`src/rtl/riscv_alu_mdu.sv`:
```
// riscv_alu_mdu: RV32I/RV64I base ALU plus RV32M/RV64M multiply/divide as one
// handshaked execution unit. Base ops and M-extension corner cases finish in one
// cycle; MUL* run either as one wide product or as a shift-add loop; DIV*/REM*
// run a restoring divider producing one quotient bit per cycle.
module riscv_alu_mdu #(
    parameter int XLEN     = 32,
    parameter int FAST_MUL = 1
) (
    input  logic            clk_i,
    input  logic            rst_i,
    input  logic            valid_i,
    output logic            ready_o,
    input  logic [4:0]      alu_op_i,
    input  logic [XLEN-1:0] operand_a_i,
    input  logic [XLEN-1:0] operand_b_i,
    input  logic            flush_i,
    output logic            valid_o,
    input  logic            ready_i,
    output logic [XLEN-1:0] result_o,
    output logic            zero_o,
    output logic            lt_signed_o,
    output logic            lt_unsigned_o
);

    localparam int SHW  = $clog2(XLEN);
    localparam int CW   = $clog2(XLEN) + 1;
    localparam bit FAST = (FAST_MUL != 0);

    localparam logic [4:0] OP_ADD    = 5'd0;
    localparam logic [4:0] OP_SUB    = 5'd1;
    localparam logic [4:0] OP_AND    = 5'd2;
    localparam logic [4:0] OP_OR     = 5'd3;
    localparam logic [4:0] OP_XOR    = 5'd4;
    localparam logic [4:0] OP_SLL    = 5'd5;
    localparam logic [4:0] OP_SRL    = 5'd6;
    localparam logic [4:0] OP_SRA    = 5'd7;
    localparam logic [4:0] OP_SLT    = 5'd8;
    localparam logic [4:0] OP_SLTU   = 5'd9;
    localparam logic [4:0] OP_PASSA  = 5'd10;
    localparam logic [4:0] OP_PASSB  = 5'd11;
    localparam logic [4:0] OP_MUL    = 5'd12;
    localparam logic [4:0] OP_MULH   = 5'd13;
    localparam logic [4:0] OP_MULHSU = 5'd14;
    localparam logic [4:0] OP_MULHU  = 5'd15;
    localparam logic [4:0] OP_DIV    = 5'd16;
    localparam logic [4:0] OP_DIVU   = 5'd17;
    localparam logic [4:0] OP_REM    = 5'd18;
    localparam logic [4:0] OP_REMU   = 5'd19;

    typedef enum logic [1:0] {
        S_IDLE = 2'd0,
        S_BUSY = 2'd1,
        S_DONE = 2'd2
    } state_e;

    state_e              state_q, state_d;
    logic [CW-1:0]       cnt_q, cnt_d;
    logic [4:0]          op_q, op_d;
    logic [XLEN-1:0]     a_mag_q, a_mag_d;
    logic [XLEN-1:0]     b_mag_q, b_mag_d;
    logic                neg_q, neg_d;      // sign of product / quotient
    logic                rneg_q, rneg_d;    // sign of remainder (dividend sign)
    logic [2*XLEN-1:0]   p_q, p_d;          // product accumulator or {remainder, quotient}
    logic [XLEN-1:0]     result_q, result_d;
    logic                lts_q, lts_d;
    logic                ltu_q, ltu_d;

    // Base ALU result; anything outside 0-11 yields zero.
    function automatic logic [XLEN-1:0] alu_base(input logic [4:0] op,
                                                 input logic [XLEN-1:0] a,
                                                 input logic [XLEN-1:0] b);
        logic [SHW-1:0] shamt;
        logic [XLEN-1:0] r;
        shamt = b[SHW-1:0];
        case (op)
            OP_ADD:   r = a + b;
            OP_SUB:   r = a - b;
            OP_AND:   r = a & b;
            OP_OR:    r = a | b;
            OP_XOR:   r = a ^ b;
            OP_SLL:   r = a << shamt;
            OP_SRL:   r = a >> shamt;
            OP_SRA:   r = $signed(a) >>> shamt;
            OP_SLT:   r = {{(XLEN-1){1'b0}}, ($signed(a) < $signed(b))};
            OP_SLTU:  r = {{(XLEN-1){1'b0}}, (a < b)};
            OP_PASSA: r = a;
            OP_PASSB: r = b;
            default:  r = {XLEN{1'b0}};
        endcase
        return r;
    endfunction

    // Apply the deferred sign and pick the architectural half of the raw result.
    function automatic logic [XLEN-1:0] mdu_finish(input logic [4:0] op,
                                                   input logic neg,
                                                   input logic rneg,
                                                   input logic [2*XLEN-1:0] p);
        logic [2*XLEN-1:0] prod_s;
        logic [XLEN-1:0]   quo_s;
        logic [XLEN-1:0]   rem_s;
        logic [XLEN-1:0]   r;
        prod_s = neg  ? -p : p;
        quo_s  = neg  ? -p[XLEN-1:0]      : p[XLEN-1:0];
        rem_s  = rneg ? -p[2*XLEN-1:XLEN] : p[2*XLEN-1:XLEN];
        case (op)
            OP_MUL:                         r = prod_s[XLEN-1:0];
            OP_MULH, OP_MULHSU, OP_MULHU:   r = prod_s[2*XLEN-1:XLEN];
            OP_DIV, OP_DIVU:                r = quo_s;
            OP_REM, OP_REMU:                r = rem_s;
            default:                        r = {XLEN{1'b0}};
        endcase
        return r;
    endfunction

    // Operand decode at accept time.
    logic            is_mul_s, is_div_s, is_mdu_s, sgn_a_s, sgn_b_s;
    logic            a_neg_s, b_neg_s, b_zero_s, ovf_s;
    logic [XLEN-1:0] a_abs_s, b_abs_s;

    // Classify the incoming op and form operand magnitudes.
    always_comb begin
        is_mul_s = (alu_op_i >= OP_MUL) && (alu_op_i <= OP_MULHU);
        is_div_s = (alu_op_i >= OP_DIV) && (alu_op_i <= OP_REMU);
        is_mdu_s = is_mul_s || is_div_s;
        sgn_a_s  = (alu_op_i == OP_MUL) || (alu_op_i == OP_MULH) || (alu_op_i == OP_MULHSU)
                || (alu_op_i == OP_DIV) || (alu_op_i == OP_REM);
        sgn_b_s  = (alu_op_i == OP_MUL) || (alu_op_i == OP_MULH)
                || (alu_op_i == OP_DIV) || (alu_op_i == OP_REM);
        a_neg_s  = sgn_a_s && operand_a_i[XLEN-1];
        b_neg_s  = sgn_b_s && operand_b_i[XLEN-1];
        a_abs_s  = a_neg_s ? -operand_a_i : operand_a_i;
        b_abs_s  = b_neg_s ? -operand_b_i : operand_b_i;
        b_zero_s = (operand_b_i == {XLEN{1'b0}});
        ovf_s    = ((alu_op_i == OP_DIV) || (alu_op_i == OP_REM))
                && (operand_a_i == {1'b1, {(XLEN-1){1'b0}}})
                && (operand_b_i == {XLEN{1'b1}});
    end

    // One iteration of the multi-cycle datapaths.
    logic [XLEN:0]     mul_sum_s;
    logic [XLEN:0]     div_shift_s;
    logic [XLEN-1:0]   div_diff_s;
    logic              div_ge_s;
    logic [2*XLEN-1:0] fast_prod_s;
    logic [2*XLEN-1:0] p_next_s;

    // Shift-add step, restoring-divide step and single-cycle product.
    always_comb begin
        mul_sum_s   = {1'b0, p_q[2*XLEN-1:XLEN]} + {1'b0, (p_q[0] ? a_mag_q : {XLEN{1'b0}})};
        div_shift_s = {p_q[2*XLEN-1:XLEN], p_q[XLEN-1]};
        div_ge_s    = (div_shift_s >= {1'b0, b_mag_q});
        // Remainder stays below the divisor, so modular XLEN-bit subtraction is exact.
        div_diff_s  = div_shift_s[XLEN-1:0] - b_mag_q;
        fast_prod_s = {{XLEN{1'b0}}, a_mag_q} * {{XLEN{1'b0}}, b_mag_q};
        if (op_q >= OP_DIV) begin
            p_next_s = {(div_ge_s ? div_diff_s : div_shift_s[XLEN-1:0]),
                        p_q[XLEN-2:0], div_ge_s};
        end else if (FAST) begin
            p_next_s = fast_prod_s;
        end else begin
            p_next_s = {mul_sum_s, p_q[XLEN-1:1]};
        end
    end

    // Next-state logic: accept, iterate, hand off, flush.
    always_comb begin
        state_d  = state_q;
        cnt_d    = cnt_q;
        op_d     = op_q;
        a_mag_d  = a_mag_q;
        b_mag_d  = b_mag_q;
        neg_d    = neg_q;
        rneg_d   = rneg_q;
        p_d      = p_q;
        result_d = result_q;
        lts_d    = lts_q;
        ltu_d    = ltu_q;
        case (state_q)
            S_IDLE: begin
                if (flush_i) begin
                    state_d = S_IDLE;
                end else if (valid_i) begin
                    op_d    = alu_op_i;
                    lts_d   = ($signed(operand_a_i) < $signed(operand_b_i));
                    ltu_d   = (operand_a_i < operand_b_i);
                    a_mag_d = a_abs_s;
                    b_mag_d = b_abs_s;
                    neg_d   = a_neg_s ^ b_neg_s;
                    rneg_d  = a_neg_s;
                    if (!is_mdu_s) begin
                        result_d = alu_base(alu_op_i, operand_a_i, operand_b_i);
                        state_d  = S_DONE;
                    end else if (is_div_s && b_zero_s) begin
                        result_d = ((alu_op_i == OP_DIV) || (alu_op_i == OP_DIVU))
                                   ? {XLEN{1'b1}} : operand_a_i;
                        state_d  = S_DONE;
                    end else if (ovf_s) begin
                        result_d = (alu_op_i == OP_DIV) ? operand_a_i : {XLEN{1'b0}};
                        state_d  = S_DONE;
                    end else begin
                        state_d = S_BUSY;
                        cnt_d   = (is_mul_s && FAST) ? CW'(1) : CW'(XLEN);
                        p_d     = {{XLEN{1'b0}}, (is_mul_s ? b_abs_s : a_abs_s)};
                    end
                end else begin
                    state_d = S_IDLE;
                end
            end
            S_BUSY: begin
                if (flush_i) begin
                    state_d = S_IDLE;
                end else begin
                    p_d   = p_next_s;
                    cnt_d = cnt_q - CW'(1);
                    if (cnt_q == CW'(1)) begin
                        result_d = mdu_finish(op_q, neg_q, rneg_q, p_next_s);
                        state_d  = S_DONE;
                    end else begin
                        state_d = S_BUSY;
                    end
                end
            end
            S_DONE: begin
                if (flush_i || ready_i) begin
                    state_d = S_IDLE;
                end else begin
                    state_d = S_DONE;
                end
            end
            default: begin
                state_d = S_IDLE;
            end
        endcase
    end

    // State and datapath registers with synchronous reset.
    always_ff @(posedge clk_i) begin
        if (rst_i) begin
            state_q  <= S_IDLE;
            cnt_q    <= {CW{1'b0}};
            op_q     <= 5'd0;
            a_mag_q  <= {XLEN{1'b0}};
            b_mag_q  <= {XLEN{1'b0}};
            neg_q    <= 1'b0;
            rneg_q   <= 1'b0;
            p_q      <= {(2*XLEN){1'b0}};
            result_q <= {XLEN{1'b0}};
            lts_q    <= 1'b0;
            ltu_q    <= 1'b0;
        end else begin
            state_q  <= state_d;
            cnt_q    <= cnt_d;
            op_q     <= op_d;
            a_mag_q  <= a_mag_d;
            b_mag_q  <= b_mag_d;
            neg_q    <= neg_d;
            rneg_q   <= rneg_d;
            p_q      <= p_d;
            result_q <= result_d;
            lts_q    <= lts_d;
            ltu_q    <= ltu_d;
        end
    end

    assign ready_o       = (state_q == S_IDLE);
    assign valid_o       = (state_q == S_DONE);
    assign result_o      = result_q;
    assign zero_o        = (result_q == {XLEN{1'b0}});
    assign lt_signed_o   = lts_q;
    assign lt_unsigned_o = ltu_q;

endmodule
```
`config.mk`:
```
export PLATFORM = sky130hd
export DESIGN_NAME = riscv_alu_mdu
export DESIGN_NICKNAME = d
export VERILOG_FILES = /design/src/rtl/riscv_alu_mdu.sv
export SDC_FILE = /design/constraint.sdc
export NUM_CORES = 2
export LEC_CHECK = 0
export ABC_AREA = 0
export BUFFER_PORTS_ARGS = -buffer_cell sky130_fd_sc_hd__buf_2
export CAP_MARGIN = 25
export CORE_UTILIZATION = 30
export DETAILED_ROUTE_END_ITERATION = 10
export SETUP_SLACK_MARGIN = 0.05
export SYNTH_ARGS = -nofsm -noshare
export SYNTH_HDL_FRONTEND = slang
export SYNTH_SLANG_ARGS = --single-unit
```
`constraint.sdc`:
```
create_clock -name clk_i -period 11.83 [get_ports clk_i]
set_input_delay 0 -clock clk_i [delete_from_list [all_inputs] [get_ports clk_i]]
set_output_delay 0 -clock clk_i [all_outputs]
set_load 0.01 [all_outputs]
```
After elaboration in Yosys (flattened, before gate mapping):

Cells that the tools add are included.

* word-level logic and storage cells: 147
* bits in registers: 177

* shifts and indexed selects: 3
* equal/unequal tests: 38
* muxes and demuxes: 44
* order comparisons: 8
* add/sub/neg operators: 9
* bitwise operators: 5
* reduce and logical (&&, ||, !) cells: 28
* multiply operators: 1

Operators with widths (count)
* $mux 64: 8
* $mux 32: 15
* $pmux 32 s12: 1
* $neg 32->32: 4
* $pmux 32 s4: 1
* $pmux 64 s2: 1
* $eq 32x32->1 const B: 2
* $logic_not 32->1: 2
* $lt 32x32->1: 2
* $mul 32x32->64: 1
* $neg 64->64: 1
* $pmux 32 s2: 1
* $sub 32x32->32: 2
* $eq 5x4->1 const B: 11
* $mux 6: 7
* $eq 5x5->1 const B: 7
* $ge 33x32->1: 1
* $add 32x32->32: 1
* $and 32x32->32: 1
* $or 32x32->32: 1
* $shl 32x5->32: 1
* $shr 32x5->32: 1
* $sshr 32x5->32: 1
* $xor 32x32->32: 1
* 29 further kinds: 62

Longest topological paths before layout:

* word-level depth: 14
* depth in mapped cells: 33
* depth with buffers taken out: 30

Least setup slack after synthesis:

OpenSTA, ideal clock, no wires.

* kind: register -> register
* from: register b_mag_q[17]
* to: register result_q[18], in the netlist result_o[18]
* cell stages (with the launch flop): 31
* library setup time: 0.122 ns
* slack: 3.535 ns
* data arrival time: 8.174 ns
* cell sequence: dfxtp_1 -> clkbuf_1 -> and2_1 -> fa_1 -> inv_1 -> fa_1 -> inv_1 -> fa_1 -> inv_1 -> fa_1 -> inv_1 -> fa_1 -> fa_1 -> fa_1 -> fa_1 -> ha_1 -> clkbuf_1 -> nand2_1 -> o21ai_0 -> o21ai_0 -> and2_1 -> nor2_1 -> xor2_1 -> mux2i_2 -> ha_1 -> o2111a_1 -> nand2_1 -> nor4_1 -> mux2i_1 -> nand3_1 -> a221o_1

* word-level cells in the longest chain between the ends: 9
* elaborated cells between the ends (all ways): 15
* classes of those cells: add/sub: 4; mul: 1; order compare: 1; mux: 9

Ends and longest elaborated chain
* from (decl): RTL line 60 `logic [XLEN-1:0] b_mag_q, b_mag_d;`
* from (signal assigned): RTL line 243 `b_mag_q <= {XLEN{1'b0}};`
* from (signal assigned): RTL line 255 `b_mag_q <= b_mag_d;`
* parallel branches: the longest is 2 deep, another holds $mul 32x32->64
* $mux 64 *: RTL line 155 `if (op_q >= OP_DIV) begin`
* $neg 64->64 or $neg 32->32 (tied branches): RTL line 102, 104
* $mux 64 or $mux 32 (tied branches): RTL line 102, 104
* $pmux 32 s4 *: RTL line 105 `case (op)`
* $mux 32 *: RTL line 215 `if (cnt_q == CW'(1)) begin`
* $mux 32 *: RTL line 210 `if (flush_i) begin`
* $pmux 32 s2 *: RTL line 178 `case (state_q)`
* to (signal assigned): RTL line 247 `result_q <= {XLEN{1'b0}};`
* to (signal assigned): RTL line 259 `result_q <= result_d;`
* to (decl): RTL line 64 `logic [XLEN-1:0] result_q, result_d;`

Mark *: on every way between the ends. The select of a mux whose other input is x is not followed.
A chain may end at the register's enable or synchronous reset.

Worst setup path in the final report:

* from: register a_mag_q[23]
* to: register result_q[20], in the netlist result_o[20]

* word-level cells in the longest chain between the ends: 8
* elaborated cells between the ends (all ways): 10
* classes of those cells: add/sub: 2; mul: 1; mux: 7

Ends and longest elaborated chain
* from (decl): RTL line 59 `logic [XLEN-1:0] a_mag_q, a_mag_d;`
* from (signal assigned): RTL line 242 `a_mag_q <= {XLEN{1'b0}};`
* from (signal assigned): RTL line 254 `a_mag_q <= a_mag_d;`
* $mul 32x32->64 *: RTL line 154 `fast_prod_s = {{XLEN{1'b0}}, a_mag_q} * {{XLEN{1'b0}}, b_mag_q};`
* $mux 64 *: RTL line 155
* $neg 64->64 or $neg 32->32 (tied branches): RTL line 102, 104
* $mux 64 or $mux 32 (tied branches): RTL line 102, 104
* $pmux 32 s4 *: RTL line 105
* $mux 32 *: RTL line 215
* $mux 32 *: RTL line 210
* $pmux 32 s2 *: RTL line 178

Every way passes the cells marked *; elsewhere a longest branch is shown, timed or not. The select of a mux whose other input is x is not followed.

==> flow_metrics.tcl <==
set metrics [dict create \
    status "complete, but fails checks" \
    failed_checks "hold timing" \
    crit_fanout 20 \
    drt-initial-drc-count 5935 \
    finalSetupTns_ns 0 \
    crit_type "reg2reg" \
    postCtsResizedCells 0 \
    synth_common_cells "sky130_fd_sc_hd__inv_1, sky130_fd_sc_hd__fa_1, sky130_fd_sc_hd__nand2_1" \
    synth-async-reset-ratio_pct 0 \
    cts-root-buf "sky130_fd_sc_hd__clkbuf_16" \
    netlist.area_leader.share_pct 31.34 \
    ys.flop_type "sky130_fd_sc_hd__dfxtp_1" \
    final_layout_size_suffix_gt1_share_pct 5.950 \
    die-area_um2 193200 \
    synth.net_count 8643 \
    post-route-drc-count 0 \
    grt_first_pass_wirelength_um 350500 \
    cts_buffer_depth 2 \
    synth-edff-count 0 \
    hp-class "in2reg" \
    tritoncts "yes" \
    synth-seq-area-share_pct 6.171 \
    htreeDepth 4 \
    number_of_max_capacitance_violations_reported 0 \
    route.detailed.vias_per_inst 5.651 \
    holdBufCountCts 8 \
    total_leakage_power_nw 27.14 \
    core.rowCount 160 \
    dp_hpwl_um 186300 \
    power.density_nw_per_um2 83.36 \
    place_congestion 1.007 \
    cells_taking_the_most_area_after_synthesis "sky130_fd_sc_hd__fa_1, sky130_fd_sc_hd__ha_1, sky130_fd_sc_hd__and2_1" \
    synth.lib_cells_used.distinct 111 \
    layout.nets 8418 \
    slew_viol_final 0 \
    initial_core_util_pct 30.19 \
    syn-mean-instance-area_um2 7.897 \
    hold_viol_final 1 \
    postSynthRegisterBits 177 \
    groute.usage.overall_pct 23.80 \
    drtPass1Iterations 6 \
    grt_start_max_net_pins 103 \
    clk-insertion-delay-late_ns 0.53 \
    final_antenna_net_count 0 \
    grt_pass1_vias 54201 \
    synth.cell_area_um2 57420 \
    antenna_violations_before_repair 17 \
    worst_ep_required_time_ns 12.25 \
    arrival_ns 11.47 \
    synth_cells 7271 \
    die_width_um 439.5 \
    fin_hold_ws_ns -0.01106 \
    clock.fmax_ghz 0.09054 \
    cts_made_buffers 17 \
    boundaryPins 111 \
    power.ir.vdd_worst_mv 0.09855 \
    clock_skew_ns 0.02898 \
    worstSetupEndpointType "flop" \
    area_growth_syn_to_layout_pct 6.593 \
    finalCritPeriodShare_pct 93.36 \
    fill_cells 20229 \
    via_count 54122 \
    floorplan.core_area_um2 190200 \
    clock-sinks 177 \
    yosys.cell_count.top_type "sky130_fd_sc_hd__inv_1" \
    cts.repair_timing.setup_buffer_count 0 \
    finalSetupViolCount 0 \
    clk_transition_reported_paths_ns 0.09 \
    route.detailed.wl_per_inst_um 24.17 \
    slew_of_the_pin_with_the_lowest_slew_margin_ns 1.198 \
    synth_area_leader_cell "sky130_fd_sc_hd__fa_1" \
    port_buffers 110 \
    globalRouteOverflowTotal 0 \
    synth_warnings 0 \
    grt_setup_unrepaired "no" \
    fp.dieH_um 439.5 \
    maxSlewHeadroom_pct 19.75 \
    post-place-cells 9529 \
    cp-start-kind "flop" \
    final_instance_count_excl_fillers 9578 \
    postRouteWirelength_um 231500 \
    finalCriticalPeriod_ns 11.04 \
]
[layout make-up]
cell class	instances	area [um2]	share of cell area, %
clock inverter	14	163.9	0.2678
timing repair buffer	266	1931	3.154
multi-input combinational	5577	48180	78.71
tap	2511	3142	5.133
inverter	1007	3780	6.175
sequential	177	3556	5.809
antenna	8	20.02	0.03271
clock buffer	18	439.2	0.7175
[report_power, final]
part | switching (W) | internal [W] | total (W)
Sequential | 0.000102 | 0.000625 | 0.000728
Clock | 0.000333 | 0.000307 | 0.000640
Combinational | 0.00255 | 0.00119 | 0.00373
Total | 0.00298 | 0.00212 | 0.00510
[cell families after synthesis]
logic type	after synthesis	share of synthesized area, %
AOI/OAI and AO/OA	1489	17.18
xor gates and xnor gates	142	2.166
adders and majority gates	1298	40.04
buffers and inverters	1517	10.02
DFF	177	6.171
muxes	135	3.092
and+or+nand+nor	2513	21.34
[final timing paths]
check,start,endpoint,slack [ns],depth (start not counted)
worst max-delay path,a_mag_q[23],result_o[20],0.79,27
worst min-delay path,rst_i,lt_unsigned_o,-0.01,2
worst max register to register,a_mag_q[23],result_o[20],0.79,27
worst min register to register,lt_unsigned_o,lt_unsigned_o,0.47,2
[flip-flops by register name (all words and copies together) (netlist names), 2 cells and up]
name and cells:
p_q 64, b_mag_q 32, cnt_q 6, a_mag_q 32, state_q 2, op_q 5, result_o 32
[per-layer routing]
| layer | up-vias | part of all wire [%] | GRT usage (%) |
|---|---|---|---|
| li1 | 23530 | - | - |
| met1 | 27513 | 42 | 32.78 |
| met2 | 2660 | 45 | 37.18 |
| met3 | 415 | 8.6 | 3.460 |
| met4 | 4 | 4.5 | 9.677 |
| met5 | - | 0.013 | 0 |
[critical path, cell delays in order (launching register included)]
cell and delay [ns]:
sky130_fd_sc_hd__dfxtp_1 0.91, sky130_fd_sc_hd__buf_4 0.47, sky130_fd_sc_hd__nand2_1 0.12, sky130_fd_sc_hd__fa_1 0.53, sky130_fd_sc_hd__fa_1 0.45, sky130_fd_sc_hd__fa_1 0.52
sky130_fd_sc_hd__fa_1 0.51, sky130_fd_sc_hd__inv_1 0.05, sky130_fd_sc_hd__fa_1 0.58, sky130_fd_sc_hd__fa_1 0.44, sky130_fd_sc_hd__fa_1 0.52, sky130_fd_sc_hd__inv_1 0.06
sky130_fd_sc_hd__fa_1 0.49, sky130_fd_sc_hd__inv_1 0.05, sky130_fd_sc_hd__ha_1 0.49, sky130_fd_sc_hd__nand4_1 0.39, sky130_fd_sc_hd__nor4_1 0.52, sky130_fd_sc_hd__nand2_1 0.11
sky130_fd_sc_hd__a21oi_1 0.61, sky130_fd_sc_hd__a211oi_2 0.19, sky130_fd_sc_hd__xnor2_1 0.24, sky130_fd_sc_hd__o21ai_1 0.67, sky130_fd_sc_hd__and3_1 0.34, sky130_fd_sc_hd__nand2_1 0.47
sky130_fd_sc_hd__nor3_2 0.43, sky130_fd_sc_hd__mux2i_1 0.23, sky130_fd_sc_hd__o211ai_1 0.19, sky130_fd_sc_hd__a221o_1 0.34
[per-stage QoR]
step	power, W	worst slack [ns]	utilization (%)	area (um2)
after global routing	0.005392	0.4026	32.18	61190
after floorplan	0.003008	3.535	-	57420
after global placement	0.004333	0.7456	31.68	60250
final	0.005103	0.7855	32.18	61210
after detailed placement	0.004328	0.8721	31.80	60480
after CTS	0.005008	0.8327	32.16	61160
[layout by cell type (no fill, tap or decap), types with 35 or more instances in the layout]
cell type	count
sky130_fd_sc_hd__a211oi_1	106
sky130_fd_sc_hd__or3_1	41
sky130_fd_sc_hd__a31oi_1	51
sky130_fd_sc_hd__nand2_1	845
sky130_fd_sc_hd__nor4_1	40
sky130_fd_sc_hd__inv_1	1003
sky130_fd_sc_hd__nor3_1	120
sky130_fd_sc_hd__a221oi_1	38
sky130_fd_sc_hd__nand3_1	93
sky130_fd_sc_hd__xnor2_1	109
sky130_fd_sc_hd__o21ai_0	306
sky130_fd_sc_hd__o21a_1	41
sky130_fd_sc_hd__fa_1	899
sky130_fd_sc_hd__a22oi_1	35
sky130_fd_sc_hd__nor2_1	516
sky130_fd_sc_hd__o211ai_1	80
sky130_fd_sc_hd__ha_1	399
sky130_fd_sc_hd__buf_2	108
sky130_fd_sc_hd__a21oi_1	388
sky130_fd_sc_hd__buf_4	140
sky130_fd_sc_hd__and2_1	609
sky130_fd_sc_hd__a21o_1	51
sky130_fd_sc_hd__a311oi_1	36
sky130_fd_sc_hd__nand4_1	79
sky130_fd_sc_hd__o31ai_1	43
sky130_fd_sc_hd__dfxtp_1	169
sky130_fd_sc_hd__mux2i_1	88
(Power assumes the default switching activity.)
